**src/rtl/count_wrap_mon_ift_pkg.sv**
```systemverilog
// Shared types, constants and helpers for count_wrap_monitor_ift.
// The taint feature is selected by COUNT_WRAP_MON_TAINT_EN.
package count_wrap_mon_ift_pkg;

  localparam int TAINT_W_DEF = 32;
  localparam int CNT_W_DEF   = 4;
  localparam int CNT_MAX     = (1 << CNT_W_DEF) - 1;

  typedef enum logic {IDLE, REPORT} mon_state_e;

  // Shadow register update modes.
  typedef enum logic [1:0] {SH_HOLD, SH_LOAD, SH_OR} sh_mode_e;

  // Saturating increment; callers cast to their own width.
  function automatic logic [31:0] sat_inc(input logic [31:0] v, input logic [31:0] max_v);
    return (v >= max_v) ? max_v : v + 32'd1;
  endfunction

endpackage

```
**src/rtl/count_wrap_monitor_ift_shadow.sv**
```systemverilog
// ift_shadow_reg: taint shadow register with load / or-accumulate / hold.
// Present only when COUNT_WRAP_MON_TAINT_EN is defined.
`ifdef COUNT_WRAP_MON_TAINT_EN
module ift_shadow_reg
  import count_wrap_mon_ift_pkg::*;
#(
  parameter int TAINT_W = TAINT_W_DEF
) (
  input  logic               clk,
  input  logic               rst,
  input  logic [TAINT_W-1:0] rst_t,
  input  sh_mode_e           mode,
  input  logic [TAINT_W-1:0] d,
  output logic [TAINT_W-1:0] q
);

  // Reset loads the reset taint; otherwise apply the selected mode.
  always_ff @(posedge clk) begin
    if (!rst) q <= rst_t;
    else begin
      case (mode)
        SH_LOAD: q <= d;
        SH_OR:   q <= q | d;
        default: q <= q;
      endcase
    end
  end

endmodule
`endif

```
**src/rtl/count_wrap_monitor_ift.sv**
```systemverilog
// count_wrap_monitor_ift: counts 15->0 wraps of an upstream counter and
// raises a valid/ready event once the wrap count reaches thresh.
// Taint shadows are built only with COUNT_WRAP_MON_TAINT_EN defined.
module count_wrap_monitor_ift
  import count_wrap_mon_ift_pkg::*;
#(
  parameter int CNT_W   = CNT_W_DEF,
  parameter int WRAP_W  = 8,
  parameter int TAINT_W = TAINT_W_DEF
) (
  input  logic               clk,
  input  logic [TAINT_W-1:0] clk_t,
  input  logic               rst,
  input  logic [TAINT_W-1:0] rst_t,
  input  logic [CNT_W-1:0]   count,
  input  logic [TAINT_W-1:0] count_t,
  input  logic [WRAP_W-1:0]  thresh,
  input  logic [TAINT_W-1:0] thresh_t,
  output logic               wrap_pulse,
  output logic [TAINT_W-1:0] wrap_pulse_t,
  output logic               evt_valid,
  output logic [TAINT_W-1:0] evt_valid_t,
  output logic [WRAP_W-1:0]  evt_wraps,
  output logic [TAINT_W-1:0] evt_wraps_t,
  input  logic               evt_ready,
  input  logic [TAINT_W-1:0] evt_ready_t
);

  localparam logic [CNT_W-1:0]  CNT_TOP  = {CNT_W{1'b1}};
  localparam logic [WRAP_W-1:0] WRAP_MAX = {WRAP_W{1'b1}};
  localparam logic [WRAP_W-1:0] WRAP_ONE = {{(WRAP_W-1){1'b0}}, 1'b1};

  logic [CNT_W-1:0]  prev;
  logic              prev_vld;
  logic [WRAP_W-1:0] wraps;
  logic [WRAP_W-1:0] wraps_inc;
  mon_state_e        state, state_nxt;
  logic              wrap, hs, fire;

  // An upstream reset while count==15 also looks like a wrap; that is accepted.
  assign wrap      = prev_vld && (prev == CNT_TOP) && (count == '0);
  assign hs        = (state == REPORT) && evt_valid && evt_ready;
  assign wraps_inc = WRAP_W'(sat_inc(32'(wraps), 32'(WRAP_MAX)));

  // Next state: fire on a registered compare in IDLE, leave REPORT on handshake.
  always_comb begin
    state_nxt = state;
    fire      = 1'b0;
    case (state)
      IDLE: if (thresh != '0 && wraps >= thresh) begin
        state_nxt = REPORT;
        fire      = 1'b1;
      end
      REPORT: if (hs) state_nxt = IDLE;
      default: state_nxt = IDLE;
    endcase
  end

  // Data path: sampling, wrap accumulation, event capture and release.
  always_ff @(posedge clk) begin
    if (!rst) begin
      state      <= IDLE;
      prev       <= '0;
      prev_vld   <= 1'b0;
      wrap_pulse <= 1'b0;
      wraps      <= '0;
      evt_valid  <= 1'b0;
      evt_wraps  <= '0;
    end else begin
      state      <= state_nxt;
      prev       <= count;
      prev_vld   <= 1'b1;
      wrap_pulse <= wrap;
      // A wrap coinciding with the clear is kept as the first new wrap.
      if (hs)        wraps <= wrap ? WRAP_ONE : '0;
      else if (wrap) wraps <= wraps_inc;
      if (fire) begin
        evt_valid <= 1'b1;
        evt_wraps <= wraps;
      end else if (hs) begin
        evt_valid <= 1'b0;
      end
    end
  end

`ifdef COUNT_WRAP_MON_TAINT_EN
  logic [TAINT_W-1:0] prev_t, wraps_t, wraps_t_d, wrap_src_t;
  sh_mode_e           wraps_t_m;
  logic [TAINT_W-1:0] unused_clk_t;

  assign unused_clk_t = clk_t;
  assign wrap_src_t   = prev_t | count_t;

  // wraps_t: cleared to evt_ready_t on handshake, sticky-OR on a wrap.
  always_comb begin
    wraps_t_m = SH_HOLD;
    wraps_t_d = wrap_src_t;
    if (hs) begin
      wraps_t_m = SH_LOAD;
      wraps_t_d = evt_ready_t | (wrap ? wrap_src_t : '0);
    end else if (wrap) begin
      wraps_t_m = SH_OR;
    end
  end

  ift_shadow_reg #(.TAINT_W(TAINT_W)) u_prev_t (
    .clk(clk), .rst(rst), .rst_t(rst_t), .mode(SH_LOAD), .d(count_t), .q(prev_t));
  ift_shadow_reg #(.TAINT_W(TAINT_W)) u_wrap_pulse_t (
    .clk(clk), .rst(rst), .rst_t(rst_t), .mode(wrap ? SH_LOAD : SH_HOLD),
    .d(wrap_src_t), .q(wrap_pulse_t));
  ift_shadow_reg #(.TAINT_W(TAINT_W)) u_wraps_t (
    .clk(clk), .rst(rst), .rst_t(rst_t), .mode(wraps_t_m), .d(wraps_t_d), .q(wraps_t));
  ift_shadow_reg #(.TAINT_W(TAINT_W)) u_evt_wraps_t (
    .clk(clk), .rst(rst), .rst_t(rst_t), .mode(fire ? SH_LOAD : SH_HOLD),
    .d(wraps_t), .q(evt_wraps_t));
  ift_shadow_reg #(.TAINT_W(TAINT_W)) u_evt_valid_t (
    .clk(clk), .rst(rst), .rst_t(rst_t), .mode(fire ? SH_LOAD : SH_HOLD),
    .d(wraps_t | thresh_t), .q(evt_valid_t));
`else
  logic unused_taint;
  assign unused_taint = ^{clk_t, rst_t, count_t, thresh_t, evt_ready_t};
  assign wrap_pulse_t = '0;
  assign evt_valid_t  = '0;
  assign evt_wraps_t  = '0;
`endif

endmodule

```
**config.mk**
```make
export PLATFORM = sky130hd
export DESIGN_NAME = count_wrap_monitor_ift
export DESIGN_NICKNAME = d
export VERILOG_FILES = /design/src/rtl/count_wrap_mon_ift_pkg.sv /design/src/rtl/count_wrap_monitor_ift_shadow.sv /design/src/rtl/count_wrap_monitor_ift.sv
export SDC_FILE = /design/constraint.sdc
export NUM_CORES = 1
export LEC_CHECK = 0
export ABC_AREA = 1
export CORE_AREA = 3 3 108 110
export DETAILED_ROUTE_END_ITERATION = 7
export DIE_AREA = 0 0 111 113
export DONT_BUFFER_PORTS = 1
export GPL_TIMING_DRIVEN = 0
export PLACE_DENSITY_LB_ADDON = 0.05
export SYNTH_ARGS = -nofsm -noshare
export SYNTH_HDL_FRONTEND = slang
export SYNTH_SLANG_ARGS = --single-unit
```
**constraint.sdc**
```tcl
create_clock -name clk -period 1.9 [get_ports clk]
set_clock_uncertainty 0.05 [all_clocks]
set_input_delay 0.285 -clock clk [delete_from_list [all_inputs] [get_ports clk]]
set_output_delay 0.285 -clock clk [all_outputs]
set_load 0.02 [all_outputs]
```
After elaboration in Yosys (flattened, before gate mapping)
Cells that the tools add are included.
{"block": "totals", "output_inout_bits": 106, "wordCells": 32, "ff_bits": 24, "in_bits": 175}
{"block": "op_classes", "add_sub_neg": 1, "n_eq_ne": 1, "muxes": 11, "n_lt_le_gt_ge": 2, "bitwise": 1, "reduce_logical": 9}
{"cell": "2-to-1 mux 8 bit", "count": 3}
{"cell": "adder 8 x 1 -> 8 bit (second input constant)", "count": 1}
{"cell": "greater-or-equal comparator 8 bit", "count": 1}
{"cell": "greater-or-equal comparator 8 bit (second input constant)", "count": 1}
{"cell": "nonzero test 8 bit", "count": 1}
{"cell": "2-to-1 mux 1 bit", "count": 7}
{"cell": "logical AND 1 bit", "count": 5}
{"cell": "equality test 4 bit (second input constant)", "count": 1}
{"cell": "zero test 4 bit", "count": 1}
{"cell": "nonzero test 2 bit", "count": 2}
{"cell": "case mux 1 bit (2 select lines)", "count": 1}
{"cell": "inverter 1 bit", "count": 1}

Longest topological paths before layout
Gate-level depths: netlist (run 1).
{"block": "logic_depth", "word_depth": 5, "ltp_mapped": 13, "ltp_nobuf": 12}

Least setup slack after synthesis (run 1)
Ideal clock, no wire load.
{"block": "synth_path", "path_kind": "register to register", "start": "register wraps[3]", "end": "register evt_wraps[7]", "setup_ps": 113, "path_stages_with_launch": 11, "n_path_buf": 1, "period_less_slack_ps": 1549, "t_required_ps": 1737, "path_slack_ps": 351, "arrival_time_ps": 1386, "path_cell_list": "dfxtp_1 ha_1 nand2_1 nor2_1 nor2_1 nand2_1 nand2_2 nand2_4 buf_12 a21oi_2 nor2_2"}
{"block": "synth_via", "elab_chain_len": 4}
{"element": "start, declared", "line": "count_wrap_monitor_ift.sv:35", "text": "logic [WRAP_W-1:0] wraps;"}
{"element": "start signal, assigned", "line": "count_wrap_monitor_ift.sv:75", "text": "if (hs) wraps <= wrap ? WRAP_ONE : '0;"}
{"element": "start signal, assigned", "line": "count_wrap_monitor_ift.sv:76", "text": "else if (wrap) wraps <= wraps_inc;"}
{"element": "greater-or-equal comparator 8 bit", "line": "count_wrap_monitor_ift.sv:50", "text": "IDLE: if (thresh != '0 && wraps >= thresh) begin"}
{"element": "logical AND 1 bit", "line": "count_wrap_monitor_ift.sv:50"}
{"element": "2-to-1 mux 1 bit", "line": "count_wrap_monitor_ift.sv:50"}
{"element": "2-to-1 mux 1 bit", "line": "count_wrap_monitor_ift.sv:49", "text": "case (state)"}
{"element": "end signal, assigned", "line": "count_wrap_monitor_ift.sv:79", "text": "evt_wraps <= wraps;"}
{"element": "end, declared", "line": "count_wrap_monitor_ift.sv:23", "text": "output logic [WRAP_W-1:0] evt_wraps,"}
No other way between the ends.
A chain may end at the register's enable or synchronous reset.

Final worst setup path (run 1)
{"block": "layout_path", "start": "register wraps[7]", "end": "register evt_wraps[7]"}
{"block": "layout_via", "elab_chain_len": 4}
{"element": "greater-or-equal comparator 8 bit", "line": "count_wrap_monitor_ift.sv:50"}
{"element": "logical AND 1 bit", "line": "count_wrap_monitor_ift.sv:50"}
{"element": "2-to-1 mux 1 bit", "line": "count_wrap_monitor_ift.sv:50"}
{"element": "2-to-1 mux 1 bit", "line": "count_wrap_monitor_ift.sv:49"}
Several ways; a longest one is shown, not always the timed one.

==> impl_summary.txt, run 1 <==
----------------------------------------------------
[Worst setup path]
  RR Startpoint ... wraps[7]$_SDFFE_PN0P_
  Family with the most delay on the worst path ... compound AO/OA/AOI/OAI gates
  End of the worst register-to-register path ... evt_wraps[7]$_SDFFE_PN0P_
  CP max stage delay ... 0.47 ns
  Data arrival time of the critical path ... 1.83 ns
  Crit path buf inv count ... 1
  Worst setup EP type ... flop
  Reg2reg setup slack ... 0.19 ns
  Critical-path maximum fanout ... 10
  Cell-by-cell trace of the critical path ... ha_1 -> a21oi_1 -> o21a_1 -> nand2_4 -> buf_12 -> a21oi_2 -> nor2_2
  Startpoint type of the worst setup path ... flop
  Start-to-end type of the worst setup path ... reg -> reg
  Data required time of the critical path ... 2.02 ns
  Slowest-stage cell, CP ... sky130_fd_sc_hd__dfxtp_1
  R2R cell count ... 7

[Cells and area]
  Commonest non-fill, non-tap cells in the layout ... sky130_fd_sc_hd__buf_4, sky130_fd_sc_hd__conb_1, sky130_fd_sc_hd__nand2_1
  Fraction of final layout cells sized beyond drive strength 1 ... 35.1%
  Most common cell after layout, fill and taps aside ... sky130_fd_sc_hd__buf_4
  Post-route cell area ... 2810 um2
  Antenna Cells ... 0
  Count of nets after finishing ... 578
  Filler Cells Inserted ... 1195
  Util after Layout ... 26.0%
  Synthesis-to-layout area growth ... 27.1%

[Logic synthesis]
  Average size of a mapped cell ... 7.54 um2
  FF+latch count, synth ... 24
  Syn Inst Count ... 293
  Count of cell types in the netlist ... 30
  Total standard cell area after synthesis ... 2210 um2
  Synth warn ... 0
  Share of synthesized area occupied by flip-flops and latches ... 21.8%

[Route]
  Routed wire length per instance ... 8.92 um
  DR vias ... 1654
  Final wirelength ... 4760 um
  Average via count per standard cell ... 3.10
  Residual DRC count ... 0
  Number of antenna-violating nets in the routed design ... 0
  Detailed router's first-iteration violation count ... 63
  Initial DRT Pass Iterations ... 4

[Placement]
  HPWL Detailed ... 4110 um
  GPL Wtd Cong ... 0.729
  Worst setup slack before clock tree synthesis ... 0.176 ns
  Area of placed instances ... 2740 um2
  Number of port buffers ... 0

[Power]
  Power per cell area ... 443 nW/um2
  Fraction of power spent switching nets ... 31.9%
  Leakage power summed over all cells ... 1.58 nW
  Combinational fraction of design power ... 30.6%
  Relative contribution of the clock network to total power ... 28.1%
  Flop pwr share ... 41.4%
  Net Sw Power ... 0.000397 W
  Cell internal power dissipation ... 0.000846 W
  Maximum vdd drop ... 0.000265 V

[GRT]
  Residual overflow from global routing ... 0
  Initial antenna violation count ... 0
  Maximum number of pins on one net before global-route repair ... 14
  Wire length of the first global-routing pass ... 7600 um
  Overall track demand over capacity in global routing ... 7.40%
  Via count of the first global-routing pass ... 1517

[Timing]
  Worst slew pin tran ... 0.605 ns
  Ratio of final minimum period to clock period ... 90.1%
  Highest attainable clock frequency ... 0.584 GHz
  Final number of max-transition violations ... 0
  Slack of the critical path ... 0.188 ns
  Hold Fails Final Rpt ... 0
  Setup repair after global routing missed its margin ... false
  Min Clock Period, post-route ... 1.71 ns
  Max-slew headroom at the worst pin ... 59.7%
  Setup_tns ... 0 ns
  Setup-failing EPs final ... 0

[Clock network]
  Buffer cell driving the clock tree root ... sky130_fd_sc_hd__clkbuf_8
  Bufs on Longest Clock Path ... 2
  Clk sinks ... 24
  Skew-Pair Late Insertion Delay ... 0.27 ns
  # Post-CTS Setup Buffers ... 0
  H-tree depth ... 1
  Clock tree from TritonCTS ... built
  Clock Pin Slew Worst Setup and Hold Paths ... 0.08 ns
  Total clock buffers created by CTS ... 3

[Die]
  Die width ... 111 um
  Die area ... 12500 um2
  Number of core rows ... 38
  Starting density of the core ... 20.5%
  Number of top-level design ports ... 281
  Core outline area ... 10800 um2
  Die Y-Extent ... 113 um

[Hold path]
  Number of cells on the worst hold path ... 2
  HP Start ... count[1]
  Hold Path Class ... in -> reg
  End of the worst hold path ... prev[1]$_SDFF_PN0_

[Status]
  Result of the run ... complete, no violations

[Flow run]
  Max-capacitance violation count ... 0

----------------------------------------------------
-- final cells by class --
type	count	area, um2	share of cell area, %
repair buffers	1	10.0	0.357
inverters	32	121	4.32
plain buffers	102	786	28.0
clock buffers	4	55.1	1.96
well taps	140	175	6.24
multi-input cells	230	1180	41.9
flip-flops and latches	24	483	17.2
-- kinds of logic after synthesis --
logic type / share of synthesized area (%)
flip-flops: 21.8
other: 0.170
XOR/XNOR: 0.397
AND/OR/NAND/NOR: 23.5
AO/OA/AOI/OAI: 8.05
adder cells (fa/ha/maj): 5.10
buffers and inverters: 41.1
-- state kept, by name, indices dropped and copies added, names as in the netlist --
name and flops:
evt_wraps 8, wraps 8, prev 4, evt_valid 1
prev_vld 1, state 1, wrap_pulse 1
-- what timing repair did --
item	CTS	global route
endpoints found under the setup margin	0	8
hold buffers	1	0
gates resized for setup	0	2
endpoints found under the hold margin	1	0
-- synthesized netlist by cell type (all sizes together) --
cell type	number	area (um2)
a21oi	20	141
buf	101	782
clkbuf	1	3.75
clkinv	1	5.00
conb	1	3.75
dfxtp	24	480
ha	9	113
inv	31	116
nand2	51	221
nand3	22	145
nand4	1	6.26
nor2	22	124
nor3	2	21.3
o21a	1	7.51
o21ai	5	28.8
xor2	1	8.76
-- power by group through the flow --
| stage | Clock [W] | Combinational [W] | Sequential, W |
|---|---|---|---|
| floorplan | 0 | 0.000357 | 0.000526 |
| global placement | 0 | 0.000368 | 0.000526 |
| detailed placement | 0 | 0.000368 | 0.000526 |
| CTS | 0.000378 | 0.000370 | 0.000515 |
| global route | 0.000394 | 0.000412 | 0.000515 |
| finish | 0.000349 | 0.000380 | 0.000514 |
-- per-layer routing --
layer,vias to the layer above,global-route usage (%),wire length (um)
li1,913,-,-
met1,654,9.76,2170
met2,85,11.5,2020
met3,2,2.99,535
met4,0,1.48,34
met5,-,0,0
-- worst max path at each step --
stage,startpoint,end,slack (ns),cells after the start
after floorplan,wraps[3]$_SDFFE_PN0P_,evt_wraps[7]$_SDFFE_PN0P_,0.35,10
after global placement,wraps[3]$_SDFFE_PN0P_,evt_wraps[7]$_SDFFE_PN0P_,0.18,10
after detailed placement,wraps[3]$_SDFFE_PN0P_,evt_wraps[7]$_SDFFE_PN0P_,0.18,10
after CTS,wraps[3]$_SDFFE_PN0P_,evt_wraps[7]$_SDFFE_PN0P_,0.15,10
after global routing,wraps[2]$_SDFFE_PN0P_,evt_wraps[7]$_SDFFE_PN0P_,0.0008,10
final,wraps[7]$_SDFFE_PN0P_,evt_wraps[7]$_SDFFE_PN0P_,0.19,7
-- per-stage QoR --
step | hold WS, ns | power [W] | cells
global route | 0.0516 | 0.00132 | 533
detailed placement | 0.263 | 0.000894 | 528
CTS | 0.0486 | 0.00126 | 533
floorplan | 0.263 | 0.000883 | 388
finish | 0.0615 | 0.00124 | 533
global placement | 0.263 | 0.000894 | 528
Note: power is estimated with default switching activity, not from simulation.
==> run 2: changes to the inputs <==
--- a/config.mk
+++ b/config.mk
@@ -6,9 +6,11 @@
 export NUM_CORES = 1
 export LEC_CHECK = 0
 export ABC_AREA = 1
-export CORE_AREA = 3 3 108 110
+export CELL_PAD_IN_SITES_DETAIL_PLACEMENT = 1
+export CELL_PAD_IN_SITES_GLOBAL_PLACEMENT = 2
+export CORE_AREA = 3 3 107 109
 export DETAILED_ROUTE_END_ITERATION = 7
-export DIE_AREA = 0 0 111 113
+export DIE_AREA = 0 0 110 112
 export DONT_BUFFER_PORTS = 1
 export GPL_TIMING_DRIVEN = 0
 export PLACE_DENSITY_LB_ADDON = 0.05
==> impl_summary.txt, run 2 (same netlist as run 1, synthesis figures left out) <==
----------------------------------------------------
[Status]
  Result of the run ... complete, no violations

[Timing]
  Final number of max-transition violations ... 0 (unchanged)
  Setup repair after global routing missed its margin ... false
  Worst slew pin tran ... 0.619 ns (+0.0142 ns)
  Highest attainable clock frequency ... 0.587 GHz (+0.54%)
  Hold Fails Final Rpt ... 0 (unchanged)
  Setup-failing EPs final ... 0 (unchanged)
  Ratio of final minimum period to clock period ... 89.6% (-0.48 points)
  Min Clock Period, post-route ... 1.70 ns (-0.00913 ns)
  Setup_tns ... 0 ns (unchanged)
  Max-slew headroom at the worst pin ... 58.8% (-0.94 points)

[Clock network]
  Total clock buffers created by CTS ... 3 (unchanged)
  Skew-Pair Late Insertion Delay ... 0.27 ns (about the same)
  Buffer cell driving the clock tree root ... sky130_fd_sc_hd__clkbuf_8
  H-tree depth ... 1 (unchanged)
  Clock tree from TritonCTS ... built
  Clk sinks ... 24 (unchanged)
  Bufs on Longest Clock Path ... 2 (unchanged)
  Clock Pin Slew Worst Setup and Hold Paths ... 0.10 ns (+0.02 ns)

[Worst setup path]
  Worst setup EP type ... flop
  RR Startpoint ... wraps[7]$_SDFFE_PN0P_
  Start-to-end type of the worst setup path ... reg -> reg
  End of the worst register-to-register path ... evt_wraps[7]$_SDFFE_PN0P_
  Critical-path maximum fanout ... 10 (unchanged)
  CP max stage delay ... 0.47 ns (about the same)
  Startpoint type of the worst setup path ... flop
  Slowest-stage cell, CP ... sky130_fd_sc_hd__dfxtp_1
  Data arrival time of the critical path ... 1.83 ns (about the same)
  R2R cell count ... 7 (unchanged)
  Data required time of the critical path ... 2.03 ns (about the same)
  Reg2reg setup slack ... 0.20 ns (about the same)
  Cell-by-cell trace of the critical path ... ha_1 -> a21oi_1 -> o21a_1 -> nand2_4 -> buf_12 -> a21oi_2 -> nor2_2

[GRT]
  Overall track demand over capacity in global routing ... 8.73% (+1.3 points)
  Global routing met2 resource utilization ... 13.4% (+1.9 points)
  Residual overflow from global routing ... 0 (unchanged)
  Initial antenna violation count ... 0 (unchanged)
  Via count of the first global-routing pass ... 1782 (+17%)
  Global-route layer with the greatest usage ... met2
  Met3 Use GR ... 5.04% (+2.0 points)
  Maximum number of pins on one net before global-route repair ... 14 (unchanged)
  Wire length of the first global-routing pass ... 8470 um (+12%)
  Met1 usage in global routing ... 10.7% (+0.97 points)

[Route]
  Routed wire length per instance ... 9.93 um (+11%)
  Detailed router's first-iteration violation count ... 38 (-40%)
  Residual DRC count ... 0 (unchanged)
  Number of antenna-violating nets in the routed design ... 0 (unchanged)
  Average via count per standard cell ... 3.27 (+5.4%)
  Initial DRT Pass Iterations ... 4 (unchanged)
  Final wirelength ... 5290 um (+11%)
  DR vias ... 1743 (+5.4%)

[Cells and area]
  Commonest non-fill, non-tap cells in the layout ... sky130_fd_sc_hd__buf_4, sky130_fd_sc_hd__conb_1, sky130_fd_sc_hd__nand2_1
  Most common cell after layout, fill and taps aside ... sky130_fd_sc_hd__buf_4
  Count of nets after finishing ... 578 (unchanged)
  Antenna Cells ... 0 (unchanged)
  Non-Filler Instances ... 533 (unchanged)
  Largest regs ... evt_wraps (8), wraps (8), prev (4)
  Synthesis-to-layout area growth ... 27.1% (about the same)
  Post-route cell area ... 2810 um2 (about the same)
  Fraction of final layout cells sized beyond drive strength 1 ... 34.9% (-0.25 points)
  Filler Cells Inserted ... 1395 (+17%)

[Placement]
  GPL Wtd Cong ... 0.723 (-0.84%)
  Number of port buffers ... 0 (unchanged)
  Area of placed instances ... 2740 um2 (unchanged)
  HPWL Detailed ... 4540 um (+10%)
  Post-placement cell count ... 528 (unchanged)

[Power]
  Leakage power summed over all cells ... 1.57 nW (about the same)
  Power per cell area ... 452 nW/um2 (+2.1%)
  Maximum vdd drop ... 0.000269 V (+1.4%)

[Die]
  Die Y-Extent ... 112 um (-0.88%)
  Die area ... 12300 um2 (-1.8%)
  Number of core rows ... 38 (unchanged)
  Die width ... 110 um (-0.90%)
  Starting density of the core ... 20.6% (+0.18 points)
  Number of top-level design ports ... 281 (unchanged)
  Core outline area ... 10700 um2 (-0.88%)

[Hold path]
  Hold Path Class ... in -> reg
  Number of cells on the worst hold path ... 2 (unchanged)
  End of the worst hold path ... prev[1]$_SDFF_PN0_
  HP Start ... count[1]

[Flow run]
  Max-capacitance violation count ... 0 (unchanged)

----------------------------------------------------
==> run 2: critical path: cells and delay by family (launching register included) <==
family	cells	cell delay (ns)
AO/OA/AOI/OAI	3	0.47
adder cells (fa/ha/maj)	1	0.29
buffers and inverters	1	0.17
flip-flops	1	0.47
AND/OR/NAND/NOR	2	0.16
==> run 2: routing by layer <==
layer	up-vias	part of all wire (%)
li1	914	-
met1	753	42
met2	74	45
met3	2	13
met4	0	0.51
met5	-	0
==> run 2: worst max-delay path by stage <==
stage | startpoint | to | cells past startpoint
6_report | wraps[7]$_SDFFE_PN0P_ | evt_wraps[7]$_SDFFE_PN0P_ | 7
5_1_grt | wraps[7]$_SDFFE_PN0P_ | evt_wraps[0]$_SDFFE_PN0P_ | 7
4_1_cts | wraps[3]$_SDFFE_PN0P_ | evt_wraps[7]$_SDFFE_PN0P_ | 10
3_5_place_dp | wraps[3]$_SDFFE_PN0P_ | evt_wraps[7]$_SDFFE_PN0P_ | 10
3_3_place_gp | wraps[3]$_SDFFE_PN0P_ | evt_wraps[7]$_SDFFE_PN0P_ | 10
2_1_floorplan | wraps[3]$_SDFFE_PN0P_ | evt_wraps[7]$_SDFFE_PN0P_ | 10
==> run 2: power by group <==
part           internal, W  switching, W
clock             0.000186      0.000186
sequential        0.000510    0.00000469
combinational     0.000151      0.000231
==> run 2: metrics by stage <==
| stage | utilization [%] | hold slack, ns | total power, W | setup slack [ns] |
|---|---|---|---|---|
| floorplan | - | 0.263 | 0.000883 | 0.351 |
| global placement | 25.6 | 0.263 | 0.000895 | 0.146 |
| detailed placement | 25.6 | 0.263 | 0.000896 | 0.136 |
| CTS | 26.2 | 0.0395 | 0.00128 | 0.110 |
| global route | 26.2 | 0.0363 | 0.00134 | 0.00268 |
| finish | 26.2 | 0.0481 | 0.00127 | 0.197 |
==> run 2: final cells by class <==
class	instances	area (um2)	share of cell area [%]
Buffer	102	786	28.0
Inverter	32	121	4.32
Multi-Input combinational cell	230	1180	42.0
Sequential cell	24	482	17.2
Tap cell	140	175	6.24
Timing Repair Buffer	1	10.0	0.357
Clock buffer	4	55.1	1.96
==> run 2: timing repair <==
| action | 4_1_cts | 5_1_grt |
|---|---|---|
| buffers inserted | 0 | 0 |
| resized for setup | 0 | 1 |
| setup endpoints to repair | 0 | 3 |
| hold buffers | 1 | 0 |
| endpoints found under the hold margin | 1 | 0 |
==> run 3: changes to the inputs <==
==> constraint.sdc (replaced) <==
create_clock -name clk -period 1.5 [get_ports clk]
set_clock_uncertainty 0.05 [all_clocks]
set_input_delay 0.225 -clock clk [delete_from_list [all_inputs] [get_ports clk]]
set_output_delay 0.225 -clock clk [all_outputs]
set_load 0.02 [all_outputs]
==> impl_summary.txt, run 3 (same netlist as run 1, synthesis figures left out) <==
----------------------------------------------------
[Power]
  Tot Pwr ... 0.00162 W (+28%)
  Net Sw Power ... 0.000539 W (+28%)
  Combinational fraction of design power ... 31.6% (+1.4 points)
  Flop pwr share ... 39.8% (-0.8 points)
  Cell internal power dissipation ... 0.00108 W (+28%)
  Power per cell area ... 523 nW/um2 (+16%)
  Leakage power summed over all cells ... 1.66 nW (+5.6%)
  Relative contribution of the clock network to total power ... 28.6% (-0.7 points)
  Fraction of power spent switching nets ... 33.3% (about the same)
  Maximum vdd drop ... 0.000412 V (+53%)

[Flow run]
  Max-capacitance violation count ... 0 (unchanged)

[Worst setup path]
  Worst setup EP type ... flop
  Data required time of the critical path ... 1.62 ns (-0.41 ns)
  Critical-path maximum fanout ... 5 (-5)
  Data arrival time of the critical path ... 1.66 ns (-0.17 ns)
  R2R cell count ... 12 (+5)
  Startpoint type of the worst setup path ... flop
  Start-to-end type of the worst setup path ... reg -> reg

[Cells and area]
  Util after Layout ... 29.0% (+2.7 points)
  Commonest non-fill, non-tap cells in the layout ... sky130_fd_sc_hd__buf_4, sky130_fd_sc_hd__conb_1, sky130_fd_sc_hd__nand2_1
  Synthesis-to-layout area growth ... 40.3%
  Fraction of final layout cells sized beyond drive strength 1 ... 41.7% (+6.9 points)
  Most common cell after layout, fill and taps aside ... sky130_fd_sc_hd__buf_4
  Count of nets after finishing ... 590 (+2.1%)
  Post-route cell area ... 3100 um2 (+10%)
  Largest regs ... evt_wraps (8), wraps (8), prev (4)
  Antenna Cells ... 0 (unchanged)

[Timing]
  Min Clock Period, post-route ... 1.54 ns (-0.162 ns)
  Setup repair after global routing missed its margin ... true
  Worst slew pin tran ... 0.646 ns (+0.0270 ns)
  Highest attainable clock frequency ... 0.649 GHz (+11%)
  Max-slew headroom at the worst pin ... 57.0% (-1.8 points)
  Setup-failing EPs final ... 8 (+8)
  Slack of the critical path ... -0.0403 ns (-0.238 ns)
  Ratio of final minimum period to clock period ... 103% (+13 points)
  Hold Fails Final Rpt ... 0 (unchanged)
  Final number of max-transition violations ... 0 (unchanged)

[Die]
  Die area ... 12300 um2 (unchanged)
  Core outline area ... 10700 um2 (unchanged)
  Number of core rows ... 38 (unchanged)
  Die Y-Extent ... 112 um (unchanged)
  Number of top-level design ports ... 281 (unchanged)
  Starting density of the core ... 20.6% (unchanged)
  Die width ... 110 um (unchanged)

[Route]
  Routed wire length per instance ... 10.1 um (+1.8%)
  Residual DRC count ... 0 (unchanged)
  DR vias ... 1817 (+4.2%)
  Number of antenna-violating nets in the routed design ... 0 (unchanged)
  Final wirelength ... 5510 um (+4.1%)
  Detailed router's first-iteration violation count ... 25 (-34%)
  Average via count per standard cell ... 3.33 (+2.0%)
  Initial DRT Pass Iterations ... 4 (unchanged)

[GRT]
  Met1 usage in global routing ... 10.7% (-0.015 points)
  Overall track demand over capacity in global routing ... 8.84% (+0.10 points)
  Global routing met2 resource utilization ... 13.9% (+0.49 points)
  Initial antenna violation count ... 0 (unchanged)
  Wire length of the first global-routing pass ... 8660 um (+2.2%)
  Met3 Use GR ... 5.04% (unchanged)
  Residual overflow from global routing ... 0 (unchanged)
  Via count of the first global-routing pass ... 1834 (+2.9%)
  Maximum number of pins on one net before global-route repair ... 14 (unchanged)
  Global-route layer with the greatest usage ... met2

[Clock network]
  Clk sinks ... 24 (unchanged)
  Skew-Pair Late Insertion Delay ... 0.27 ns (about the same)
  Total clock buffers created by CTS ... 3 (unchanged)
  Clock tree from TritonCTS ... built
  H-tree depth ... 1 (unchanged)
  Bufs on Longest Clock Path ... 2 (unchanged)
  Clock Pin Slew Worst Setup and Hold Paths ... 0.10 ns (about the same)
  Buffer cell driving the clock tree root ... sky130_fd_sc_hd__clkbuf_8

[Placement]
  HPWL Detailed ... 4610 um (+1.4%)
  Area of placed instances ... 2740 um2 (about the same)
  GPL Wtd Cong ... 0.716 (-0.94%)
  Worst setup slack before clock tree synthesis ... -0.176 ns (-0.312 ns)
  Number of port buffers ... 0 (unchanged)

[Hold path]
  Number of cells on the worst hold path ... 2 (unchanged)
  Hold Path Class ... in -> reg

[Status]
  Failing checks ... setup timing
  Result of the run ... finished, violations left

----------------------------------------------------
==> run 3: cell count changes in the layout (fill, tap and decap cells not counted), moves of 5 or more <==
cell	delta
sky130_fd_sc_hd__buf_4	+5
sky130_fd_sc_hd__dfxtp_1	-5
sky130_fd_sc_hd__dlygate4sd3_1	+5
sky130_fd_sc_hd__ha_1	-6
sky130_fd_sc_hd__ha_4	+5
sky130_fd_sc_hd__nand2_1	-5
sky130_fd_sc_hd__nand3_1	-5
==> run 3: per-layer routing <==
metal / up-vias / share of wire [%]
met3: 2 / 13
met4: 0 / 0.54
li1: 941 / -
met5: - / 0
met1: 795 / 41
met2: 79 / 45
==> run 3: path summary, 6_finish.rpt <==
check	from	end	slack [ns]
setup / recovery	wraps[0]$_SDFFE_PN0P_	evt_wraps[3]$_SDFFE_PN0P_	-0.04
hold / removal	rst	evt_wraps[1]$_SDFFE_PN0P_	0.004
setup reg to reg	wraps[0]$_SDFFE_PN0P_	evt_wraps[3]$_SDFFE_PN0P_	-0.04
hold reg to reg	wraps[5]$_SDFFE_PN0P_	wraps[5]$_SDFFE_PN0P_	0.48
==> run 3: cell type report <==
class                           count  area, um2
Fill cell                        1356       7600
Multi-Input combinational cell    230       1320
Inverter                           32        124
Sequential cell                    24        498
Buffer                            102        786
Tap cell                          140        175
Timing Repair Buffer               13        143
Clock buffer                        4       55.1
==> run 3: what timing repair did <==
action | CTS | global route
hold buffers | 5 | 1
hold endpoints to repair | 5 | 1
gates cloned | 0 | 1
setup buffers | 4 | 2
gates resized for setup | 12 | 21
pin swaps | 1 | 13
endpoints found under the setup margin | 10 | 17
==> run 3: power groups by stage <==
stage / Sequential, W / Clock, W / Combinational (W)
after global placement: 0.000667 / 0 / 0.000467
after CTS: 0.000647 / 0.000485 / 0.000485
final: 0.000644 / 0.000463 / 0.000512
after floorplan: 0.000666 / 0 / 0.000452
after global routing: 0.000646 / 0.000510 / 0.000559
after detailed placement: 0.000667 / 0 / 0.000468
==> run 3: stage by stage <==
step	setup TNS, ns	cells	hold WS, ns
3_3_place_gp	-1.63	528	0.203
4_1_cts	-0.595	541	0.00404
5_1_grt	-1.55	545	0.000146
6_report	-0.284	545	0.00374
2_1_floorplan	0	388	0.203
3_5_place_dp	-1.63	528	0.203
==> run 3: worst max-delay path, stage by stage, from the launching register on <==
cell	delay, ns
sky130_fd_sc_hd__dfxtp_2	0.36
sky130_fd_sc_hd__inv_4	0.05
sky130_fd_sc_hd__ha_4	0.25
sky130_fd_sc_hd__nand2_2	0.04
sky130_fd_sc_hd__nor2_2	0.09
sky130_fd_sc_hd__nor2_1	0.04
sky130_fd_sc_hd__nand2_1	0.08
sky130_fd_sc_hd__nand2_2	0.06
sky130_fd_sc_hd__nand2_4	0.12
sky130_fd_sc_hd__buf_12	0.14
sky130_fd_sc_hd__nand3_4	0.05
sky130_fd_sc_hd__nand2_2	0.07
sky130_fd_sc_hd__nor2_1	0.03
